File: src/rtl/range_seq_ctrl.sv
// range_seq_ctrl: session sequencer in front of the 8-bit range finder.
// Accepts a start command with a window length, pulls that many samples
// from a valid/ready stream, and presents them to the range finder as one
// unbroken go window. Stalls in the sample stream are absorbed by holding
// go high and repeating the last sample, which cannot change min/max.
// It then waits for finish under a timeout and returns the result via a
// valid/ready port.
module range_seq_ctrl #(
  parameter int WIDTH   = 8,
  parameter int LEN_W   = 4,
  parameter int TIMEOUT = 15
) (
  input  logic             clk,
  input  logic             rst_n,
  input  logic             start,
  input  logic [LEN_W-1:0] win_len,
  input  logic [WIDTH-1:0] s_data,
  input  logic             s_valid,
  output logic             s_ready,
  output logic             rf_go,
  output logic [WIDTH-1:0] rf_data,
  input  logic             rf_finish,
  input  logic [WIDTH-1:0] rf_range,
  input  logic             rf_error,
  output logic [WIDTH-1:0] res_range,
  output logic             res_error,
  output logic             res_timeout,
  output logic             res_valid,
  input  logic             res_ready,
  output logic             busy
);

  // The wait counter only ever holds 0..TIMEOUT-1.
  localparam int TMO_W = (TIMEOUT < 2) ? 1 : $clog2(TIMEOUT);
  localparam logic [TMO_W-1:0] TMO_LAST = TMO_W'(TIMEOUT - 1);

  typedef enum logic [2:0] {
    IDLE   = 3'd0,
    FIRST  = 3'd1,
    STREAM = 3'd2,
    WAIT   = 3'd3,
    DONE   = 3'd4
  } state_t;

  state_t           state;
  logic [LEN_W-1:0] len_reg;
  logic [LEN_W-1:0] cnt;
  logic [WIDTH-1:0] data_reg;
  logic [TMO_W-1:0] tmo;
  logic             xfer;

  // Outputs are pure decodes of registered state, so no input reaches an
  // output combinationally.
  always_comb begin
    rf_go     = (state == STREAM);
    rf_data   = data_reg;
    s_ready   = (state == FIRST) || ((state == STREAM) && (cnt != len_reg));
    res_valid = (state == DONE);
    busy      = (state != IDLE);
    xfer      = s_valid && s_ready;
  end

  // Session FSM together with its counters and result registers.
  always_ff @(posedge clk) begin
    if (!rst_n) begin
      state       <= IDLE;
      len_reg     <= '0;
      cnt         <= '0;
      data_reg    <= '0;
      tmo         <= '0;
      res_range   <= '0;
      res_error   <= 1'b0;
      res_timeout <= 1'b0;
    end else begin
      case (state)
        IDLE: begin
          if (start) begin
            if (win_len != '0) begin
              len_reg <= win_len;
              cnt     <= '0;
              state   <= FIRST;
            end else begin
              // An empty window is reported as an error without ever
              // raising go at the range finder.
              res_range   <= '0;
              res_error   <= 1'b1;
              res_timeout <= 1'b0;
              state       <= DONE;
            end
          end
        end

        FIRST: begin
          // go only rises once the first sample is in hand, so the window
          // never starts with stale data.
          if (xfer) begin
            data_reg <= s_data;
            cnt      <= {{(LEN_W-1){1'b0}}, 1'b1};
            state    <= STREAM;
          end
        end

        STREAM: begin
          if (cnt == len_reg) begin
            tmo   <= '0;
            state <= WAIT;
          end else if (xfer) begin
            data_reg <= s_data;
            cnt      <= cnt + 1'b1;
          end
        end

        WAIT: begin
          if (rf_finish) begin
            res_range   <= rf_range;
            res_error   <= rf_error;
            res_timeout <= 1'b0;
            state       <= DONE;
          end else if (tmo == TMO_LAST) begin
            res_range   <= '0;
            res_error   <= 1'b1;
            res_timeout <= 1'b1;
            state       <= DONE;
          end else begin
            tmo <= tmo + 1'b1;
          end
        end

        DONE: begin
          if (res_ready) begin
            state <= IDLE;
          end
        end

        default: state <= IDLE;
      endcase
    end
  end

endmodule

File: config.mk
export PLATFORM = sky130hd
export DESIGN_NAME = range_seq_ctrl
export DESIGN_NICKNAME = d
export VERILOG_FILES = /design/src/rtl/range_seq_ctrl.sv
export SDC_FILE = /design/constraint.sdc
export NUM_CORES = 1
export LEC_CHECK = 0
export BUFFER_PORTS_ARGS = -buffer_cell sky130_fd_sc_hd__buf_2
export CORE_MARGIN = 4
export CORE_UTILIZATION = 47
export CTS_BUF_LIST = sky130_fd_sc_hd__clkbuf_8
export CTS_CLUSTER_DIAMETER = 100
export DETAILED_ROUTE_END_ITERATION = 12
export PLACE_DENSITY = 0.77
export SYNTH_ARGS = -nofsm -noshare
export SYNTH_HDL_FRONTEND = slang
export SYNTH_SLANG_ARGS = --single-unit
export TNS_END_PERCENT = 50
File: constraint.sdc
create_clock -name clk -period 1.5 [get_ports clk]
set_input_delay 0.3 -clock clk [delete_from_list [all_inputs] [get_ports clk]]
set_output_delay 0.3 -clock clk [all_outputs]
set_load 0.03 [all_outputs]
; ---- Word level (Yosys, flattened, before mapping)
; Index checks and enable logic that the tools add are counted.
; Widths: inputs -> output; s select.
[classes]
add_sub_neg = 2
multipliers = 0
div = 0
n_lt_le_gt_ge = 0
eq_ne = 18
n_shift = 0
muxes = 35
bitwise = 0
reduce_logical = 16
[op_table]
columns = operator, n
row1 = $mux 8, 6
row2 = $mux 4, 8
row3 = $pmux 8 s2, 2
row4 = $mux 3, 7
row5 = $pmux 3 s5, 1
row6 = $ne 2x2->1 const B, 7
row7 = $pmux 4 s3, 1
row8 = $add 4x1->4 const B, 2
row9 = $pmux 4 s2, 1
row10 = $reduce_and 4->1, 2
row11 = $mux 1, 7
row12 = $eq 3x2->1 const B, 2
row13 = $ne 2x1->1 const B, 3
row14 = $reduce_and 6->1, 1
row15 = $reduce_bool 2->1, 3
row16 = $reduce_bool 3->1, 2
row17 = $reduce_and 5->1, 1
row18 = $eq 4x4->1, 1
row19 = $eq 4x4->1 const B, 1
row20 = $ne 4x4->1, 1
row21 = $pmux 1 s2, 2
row22 = $reduce_bool 4->1, 1
row23 = $eq 3x1->1 const B, 1
row24 = $eq 3x3->1 const B, 1
row25 = 6 further kinds, 7
[word_totals]
ff_bits = 33
latch_bits = 0
ram_bits = 0
rom_bits = 0
inputBits = 27
output_inout_bits = 22
word_cells = 79
n_memories = 0

; ---- Longest topological paths before layout
; Gate-level depths: netlist (run 1).
[logic_depth]
word_depth = 7
ltp_mapped = 7
depth_no_buf = 6

; ---- Least setup slack after synthesis (run 1)
; Ideal clock, no wire load.
[synth_timing]
kind = reg2out
from = register cnt[0]
to = output port s_ready
t_arrival_ps = 1391
required_time_ps = 1200
setup_slack_ps = -191
path_stages_with_launch = 6
n_path_buf = 1
path_cell_list = dfxtp_1 -> xor2_1 -> or4_1 -> buf_2 -> a21oi_1 -> nor2_1
[synth_between]
elab_chain_len = 3
[synth_lines]
columns = element, line_no
row1 = start: declaration, 47  ; logic [LEN_W-1:0] cnt;
row2 = start signal: assignment, 98  ; cnt <= {{(LEN_W-1){1'b0}}, 1'b1};
row3 = start signal: assignment, 109  ; cnt <= cnt + 1'b1;
row4 = $ne 4x4->1, 57  ; s_ready = (state == FIRST) || ((state == STREAM) && (cnt != len_reg));
row5 = $logic_and 1x1->1, 57
row6 = $logic_or 1x1->1, 57
row7 = end: declaration, 19  ; output logic s_ready,
; No other way between the ends.

; ---- Final worst setup path (run 1)
[layout_timing]
from = register cnt[1]
to = output port s_ready
; The elaborated chain is that of the path after synthesis.

==> run_results.csv, run 1 <==
group,metric,value,unit
yosys,syn_inst,184,
setup_path,rr_worst_depth,7,
clocking,clk_pin_slew_worst_paths,0.06,ns
finish,drive_gt1_share,50.9,%
yosys,synth_ff_type,"dfxtp_1",
floorplan,die_area,4350,sq um
global_route,grt_max_degree,16,
routing,ant_nets,0,
power_and_ir_drop,power.density,1530,nW/um^2
finish,nets,299,
setup_path,required,1.20,ns
power_and_ir_drop,finalPower,3.77,mW
finish,fin_util,78.7,%
power_and_ir_drop,swShare,37.9,%
setup_path,crit_start,"cnt[1]$_SDFFE_PN0P_",
timing,fin_ws,-0.528,ns
yosys,synth_largest_area_cell,"dfxtp_1",
power_and_ir_drop,combPwrFrac,54.0,%
placement,io_buffers,48,
timing,hold_viol_final,0,
timing,worst_pin_slew,0.612,ns
clocking,root_buffer,"clkbuf_8",
finish,fill_cells,194,
global_route,grt_usage,21.9,%
yosys,synth_area_per_cell,8.59,sq um
routing,vias,1723,
setup_path,start_kind,"flip-flop",
setup_path,critPathCaptureType,"primary output",
setup_path,crit_fanout,2,
clocking,clockBufferDepth,2,
setup_path,crit_path_max_incr_delay,0.58,ns
power_and_ir_drop,vdd_ir_drop_max,1.03,mV
status,outcome,"complete, but fails checks",
finish,syn_to_final_growth,55.8,%
routing,wl_per_cell,16.2,um
hold_path,min_to,"res_range[1]$_SDFFE_PN0P_",
routing,drt_iter0_markers,105,
global_route,grt_pass1_wl,7420,um
timing,finalSetupViolCount,28,
clocking,cts_tree,"done",
setup_path,slowest_stage,"or4_4",
power_and_ir_drop,power.net_switching,1.43,mW
global_route,antenna_found_initial,0,
floorplan,rows,20,
routing,dr.pass1.iters,4,
power_and_ir_drop,p_clk_share,17.5,%
timing,hold_slack,0.254,ns
yosys,async_flop_share,0,%
timing,rsz0062_at_grt,"true",
placement,gp_congestion,0.764,
floorplan,core_area,3130,sq um
hold_path,worstHoldStart,"rf_range[1]",
placement,placedCellCount,288,
setup_path,cp_top_family,"simple AND/OR/NAND/NOR gates",
power_and_ir_drop,cellLeakagePower,1.10,nW
timing,skew,0.0112,ns
setup_path,r2r_start,"cnt[1]$_SDFFE_PN0P_",
yosys,synth_fp_nets,214,
clocking,insertion_delay,0.28,ns
global_route,gr-total-overflow,0,
clocking,cts-htree-levels,2,
yosys,ys_top_cells_by_count,"dfxtp_1, nand2_1, nor2_1, a22oi_1, mux2i_1",
clocking,cts_buffers,5,
routing,viasPerCell,5.50,
finish,fin_cells,313,
setup_path,timing.rr.end,"tmo[1]$_SDFFE_PN0P_",
setup_path,crit_chain,"xor2_2 -> or4_4 -> a21oi_4 -> nor2_4 -> buf_6",
setup_path,r2r_slack,-0.43,ns
floorplan,die_w,66.0,um
setup_path,cp_num_buf_inv,1,
hold_path,hold_path_class,"input port to flip-flop",
yosys,synth_cell_types,43,
hold_path,holdPathStages,3,
timing,fmax,493,MHz
yosys,synth_edf_count,0,
timing,slew_viol_final,0,
clocking,postCtsHoldBufs,0,
finish,num_antenna_cells,0,
floorplan,initial_core_util,50.5,%
floorplan,dieHeight,66.0,um
global_route,grt_pass1_vias,1647,
power_and_ir_drop,pwr-share-seq,28.5,%
yosys,yosysTopAreaCellShare,41.8,%
power_and_ir_drop,intPower,2.34,mW
routing,routed_wl,5070,um
yosys,yosysMostFrequentCell,"dfxtp_1",
timing,relSlewSlack,59.1,%
routing,drc,0,
floorplan,io_pins,49,
flow_run,cap_violations,0,
yosys,synth_seq_cells,33,
clocking,cts.sinks,33,
timing,post-route-min-period,2.03,ns
status,violations,"setup timing",
setup_path,worstSetupPathType,"flip-flop to primary output",
setup_path,cp.arrival,1.73,ns
yosys,ys_top_cells_by_area,"dfxtp_1, nand2_1, mux2i_1",
placement,dp_hpwl,2980,um
yosys,yosysSeqAreaShare,41.8,%
yosys,ys_warn_count,0,
timing,period_share,135,%
yosys,synth_area,1580,sq um
through the flow:
stage / worst slack (ns) / TNS [ns] / area, sq um
2_1_floorplan: -0.175 / -0.685 / 1610
3_3_place_gp: -0.247 / -2.46 / 2020
3_5_place_dp: -0.259 / -2.79 / 2020
4_1_cts: -0.492 / -2.78 / 2360
5_1_grt: -0.564 / -5.48 / 2460
6_report: -0.528 / -3.94 / 2460
power by group through the flow:
stage	Sequential [mW]	Clock [mW]	Combinational (mW)
6_report	1.07	0.659	2.04
5_1_grt	1.08	0.707	2.16
4_1_cts	1.06	0.659	1.91
3_5_place_dp	1.06	0	1.31
3_3_place_gp	1.06	0	1.30
2_1_floorplan	1.17	0	0.806
layout make-up:
type,instances,area (sq um),share of cell area [%]
clock buffer,6,82.6,3.35
inverter,6,26.3,1.07
clock inverter,1,3.75,0.152
sequential,33,672,27.3
timing repair buffer,89,611,24.8
multi-input combinational,134,1010,41.1
tap,44,55.1,2.24
per-layer routing:
layer / track usage (%) / wire, um
met1: 26.3 / 2100
met2: 38.7 / 2600
met3: 4.08 / 269
met4: 7.61 / 106
met5: 0 / 0
worst max-delay path by stage:
stage / slack [ns] / endpoint / depth (start not counted)
CTS: -0.49 / s_ready / 5
global placement: -0.25 / s_ready / 5
detailed placement: -0.26 / s_ready / 5
global route: -0.56 / s_ready / 5
floorplan: -0.17 / s_ready / 5
finish: -0.53 / s_ready / 5
cell usage in the layout (no fill, tap or decap), types with 2 or more instances in the layout:
cell | synthesis | routed
buf_6 | 0 | 14
buf_4 | 0 | 31
a22oi_2 | 0 | 6
dfxtp_2 | 0 | 9
xor2_1 | 5 | 2
inv_1 | 5 | 4
nand3b_1 | 2 | 2
or4_1 | 4 | 3
xor2_2 | 0 | 3
nand3_1 | 8 | 8
o211ai_1 | 2 | 2
dfxtp_1 | 33 | 24
o41ai_2 | 0 | 2
o21ai_4 | 0 | 2
clkbuf_8 | 0 | 6
ha_1 | 3 | 2
a31oi_1 | 3 | 3
nor3b_2 | 0 | 2
o21ai_0 | 4 | 3
nor2b_1 | 5 | 4
nor2_1 | 14 | 13
o22ai_1 | 2 | 2
mux2i_1 | 9 | 9
a21oi_1 | 7 | 6
buf_2 | 5 | 44
a22oi_1 | 11 | 5
nand2_1 | 28 | 28
tightest hold or removal path: stages:
cell and delay (ns):
buf_2 0.08, a22oi_2 0.04, nor2_1 0.07
cell families after synthesis:
family                   after synthesis  synth area share (%)
AND/OR/NAND/NOR                       75                  23.8
flip-flops                            33                  41.8
XOR/XNOR                               6                  3.33
buffers and inverters                 17                  4.43
multiplexers                           9                  5.70
AO/OA/AOI/OAI                         41                  18.6
adder cells (fa/ha/maj)                3                  2.38
repair_timing:
item                       4_1_cts  5_1_grt
pin swaps                       10        8
buffers inserted                15        7
setup endpoints to repair       28       33
cloned                           0        1
resized for setup               36       22
No activity file was read; power rests on OpenSTA's default activity.
==> inputs of run 2 (changes only) <==
==> config.mk (replaced) <==
export PLATFORM = sky130hd
export DESIGN_NAME = range_seq_ctrl
export DESIGN_NICKNAME = d
export VERILOG_FILES = /design/src/rtl/range_seq_ctrl.sv
export SDC_FILE = /design/constraint.sdc
export NUM_CORES = 1
export LEC_CHECK = 0
export CAP_MARGIN = 20
export CORE_MARGIN = 4
export CORE_UTILIZATION = 58
export CTS_BUF_LIST = sky130_fd_sc_hd__clkbuf_8
export CTS_CLUSTER_DIAMETER = 100
export DETAILED_ROUTE_END_ITERATION = 12
export DONT_BUFFER_PORTS = 1
export PLACE_DENSITY = 0.76
export SLEW_MARGIN = 20
export SYNTH_ARGS = -nofsm -noshare
export SYNTH_HDL_FRONTEND = slang
export SYNTH_SLANG_ARGS = --single-unit
export TNS_END_PERCENT = 50
==> run 2 against run 1 <==
The flow still finishes with violations (setup timing). Die area down 17%. Final cell count down 22%. Sequential power is 10% higher. Via count down 11%. Clock skew decreased by 0.0011 ns. Sequential cell count unchanged. Global-route usage up 5.4 points. Non-clock buffer count fell by 55. Critical path depth fell by 1. Final area shrank 14%. Largest power group unchanged.
==> run_results.csv, run 2 (synthesis results as in run 1) <==
group,metric,value,unit
hold_path,holdPathStages,2,
hold_path,min_to,"tmo[3]$_SDFFE_PN0P_",
setup_path,crit_path_max_incr_delay,0.57,ns
placement,io_buffers,0,
routing,vias,1525,
routing,wl_per_cell,19.3,um
setup_path,worstSetupPathType,"flip-flop to primary output",
power_and_ir_drop,finalPower,3.80,mW
routing,viasPerCell,6.22,
placement,dp_hpwl,2880,um
finish,postLayoutCellArea,2130,sq um
routing,routed_wl,4720,um
power_and_ir_drop,p_clk_share,26.5,%
status,outcome,"complete, but fails checks",
routing,drc,0,
finish,fin_util,83.6,%
setup_path,slowest_stage,"or4_4",
power_and_ir_drop,power.net_switching,1.37,mW
global_route,gr-total-overflow,0,
power_and_ir_drop,power.density,1790,nW/um^2
timing,relSlewSlack,68.0,%
global_route,antenna_found_initial,0,
setup_path,r2r_start,"len_reg[1]$_SDFFE_PN0P_",
timing,skew,0.0100,ns
timing,slew_viol_final,0,
setup_path,crit_fanout,2,
routing,drt_iter0_markers,92,
timing,hold_viol_final,0,
setup_path,cp_num_buf_inv,0,
hold_path,worstHoldStart,"rst_n",
routing,ant_nets,0,
timing,worst_pin_slew,0.476,ns
clocking,clk_pin_slew_worst_paths,0.08,ns
finish,final_cell_mix,"nand2_1, buf_4, dfxtp_1, nor2_1",
power_and_ir_drop,combPwrFrac,42.4,%
power_and_ir_drop,pwr-share-seq,31.1,%
finish,fill_cells,146,
clocking,cts_buffers,5,
timing,period_share,126,%
setup_path,crit_start,"len_reg[1]$_SDFFE_PN0P_",
finish,syn_to_final_growth,34.6,%
timing,post-route-min-period,1.89,ns
hold_path,hold_path_class,"input port to flip-flop",
global_route,grt_pass1_vias,1574,
global_route,grt_usage,27.2,%
clocking,cts-htree-levels,2,
clocking,cts.sinks,33,
placement,place_area,1760,sq um
floorplan,core_area,2540,sq um
floorplan,initial_core_util,62.1,%
setup_path,crit_chain,"xor2_1 -> or4_4 -> a21oi_4 -> nor2_4",
setup_path,timing.rr.end,"cnt[3]$_SDFFE_PN0P_",
setup_path,required,1.20,ns
timing,fmax,529,MHz
clocking,clockBufferDepth,2,
setup_path,critPathCaptureType,"primary output",
floorplan,die_w,60.2,um
clocking,cts_tree,"done",
clocking,postCtsHoldBufs,0,
power_and_ir_drop,vdd_ir_drop_max,1.38,mV
finish,num_antenna_cells,0,
floorplan,rows,18,
timing,finalSetupViolCount,25,
timing,fin_ws,-0.391,ns
floorplan,die_area,3620,sq um
setup_path,r2r_slack,-0.22,ns
clocking,insertion_delay,0.30,ns
floorplan,dieHeight,60.2,um
flow_run,cap_violations,0,
floorplan,io_pins,49,
setup_path,start_kind,"flip-flop",
routing,dr.pass1.iters,4,
global_route,grt_pass1_wl,7110,um
finish,nets,244,
status,violations,"setup timing",
setup_path,cp_top_family,"simple AND/OR/NAND/NOR gates",
timing,rsz0062_at_grt,"true",
power_and_ir_drop,cellLeakagePower,0.853,nW
clocking,root_buffer,"clkbuf_8",
power_and_ir_drop,swShare,36.1,%
setup_path,rr_worst_depth,6,
setup_path,cp.arrival,1.59,ns
power_and_ir_drop,intPower,2.43,mW
placement,gp_congestion,0.797,
finish,drive_gt1_share,36.7,%
global_route,grt_max_degree,28,
run 2: cell types whose count changed in the layout (fill, tap and decap cells not counted), moves of 2 or more:
cell and change:
a22oi_2 -4, buf_2 -44, bufinv_16 +2, buf_6 -9, buf_4 -3, a22oi_1 +4
run 2: worst max-delay path by stage:
stage / endpoint / slack (ns) / depth (start not counted)
final: s_ready / -0.39 / 4
after global routing: s_ready / -0.43 / 4
after CTS: s_ready / -0.40 / 4
after detailed placement: cnt[2]$_SDFFE_PN0P_ / -0.21 / 5
after global placement: s_ready / -0.18 / 4
after floorplan: s_ready / -0.17 / 5
run 2: through the flow:
| step | worst slack, ns | hold WS [ns] | setup TNS (ns) | std cells |
|---|---|---|---|---|
| after floorplan | -0.175 | 0.442 | -0.685 | 184 |
| after global placement | -0.179 | 0.422 | -2.13 | 225 |
| after detailed placement | -0.211 | 0.438 | -2.75 | 225 |
| final | -0.391 | 0.126 | -3.05 | 245 |
| after global routing | -0.426 | 0.119 | -4.52 | 245 |
| after CTS | -0.398 | 0.123 | -2.15 | 243 |
run 2: power by group through the flow:
stage	Combinational (mW)	Clock [mW]	Sequential [mW]
global placement	1.07	0	1.17
CTS	1.46	1.02	1.17
detailed placement	1.11	0	1.18
global route	1.71	1.06	1.19
floorplan	0.806	0	1.17
finish	1.61	1.01	1.18
run 2: layout make-up:
class | count | area [sq um] | share of cell area (%)
Clock buffer | 5 | 68.8 | 3.24
Clock inverter | 3 | 65.1 | 3.06
Inverter | 6 | 26.3 | 1.24
Multi-Input combinational cell | 134 | 971 | 45.6
Sequential cell | 33 | 672 | 31.6
Tap cell | 30 | 37.5 | 1.76
Timing Repair Buffer | 34 | 287 | 13.5
run 2: repair_timing:
action                     in CTS  in global routing
setup endpoints to repair      29                 33
pin swaps                       6                  5
setup buffers                  11                  2
gates resized for setup        30                  6
run 2: metal layers:
layer	track usage, %	share of wire [%]	vias up	routed length [um]
met4	13.0	2.6	0	124
met1	28.3	38	729	1800
li1	-	-	721	-
met3	10.4	6.6	13	309
met5	0	0	-	0
met2	47.7	53	62	2490
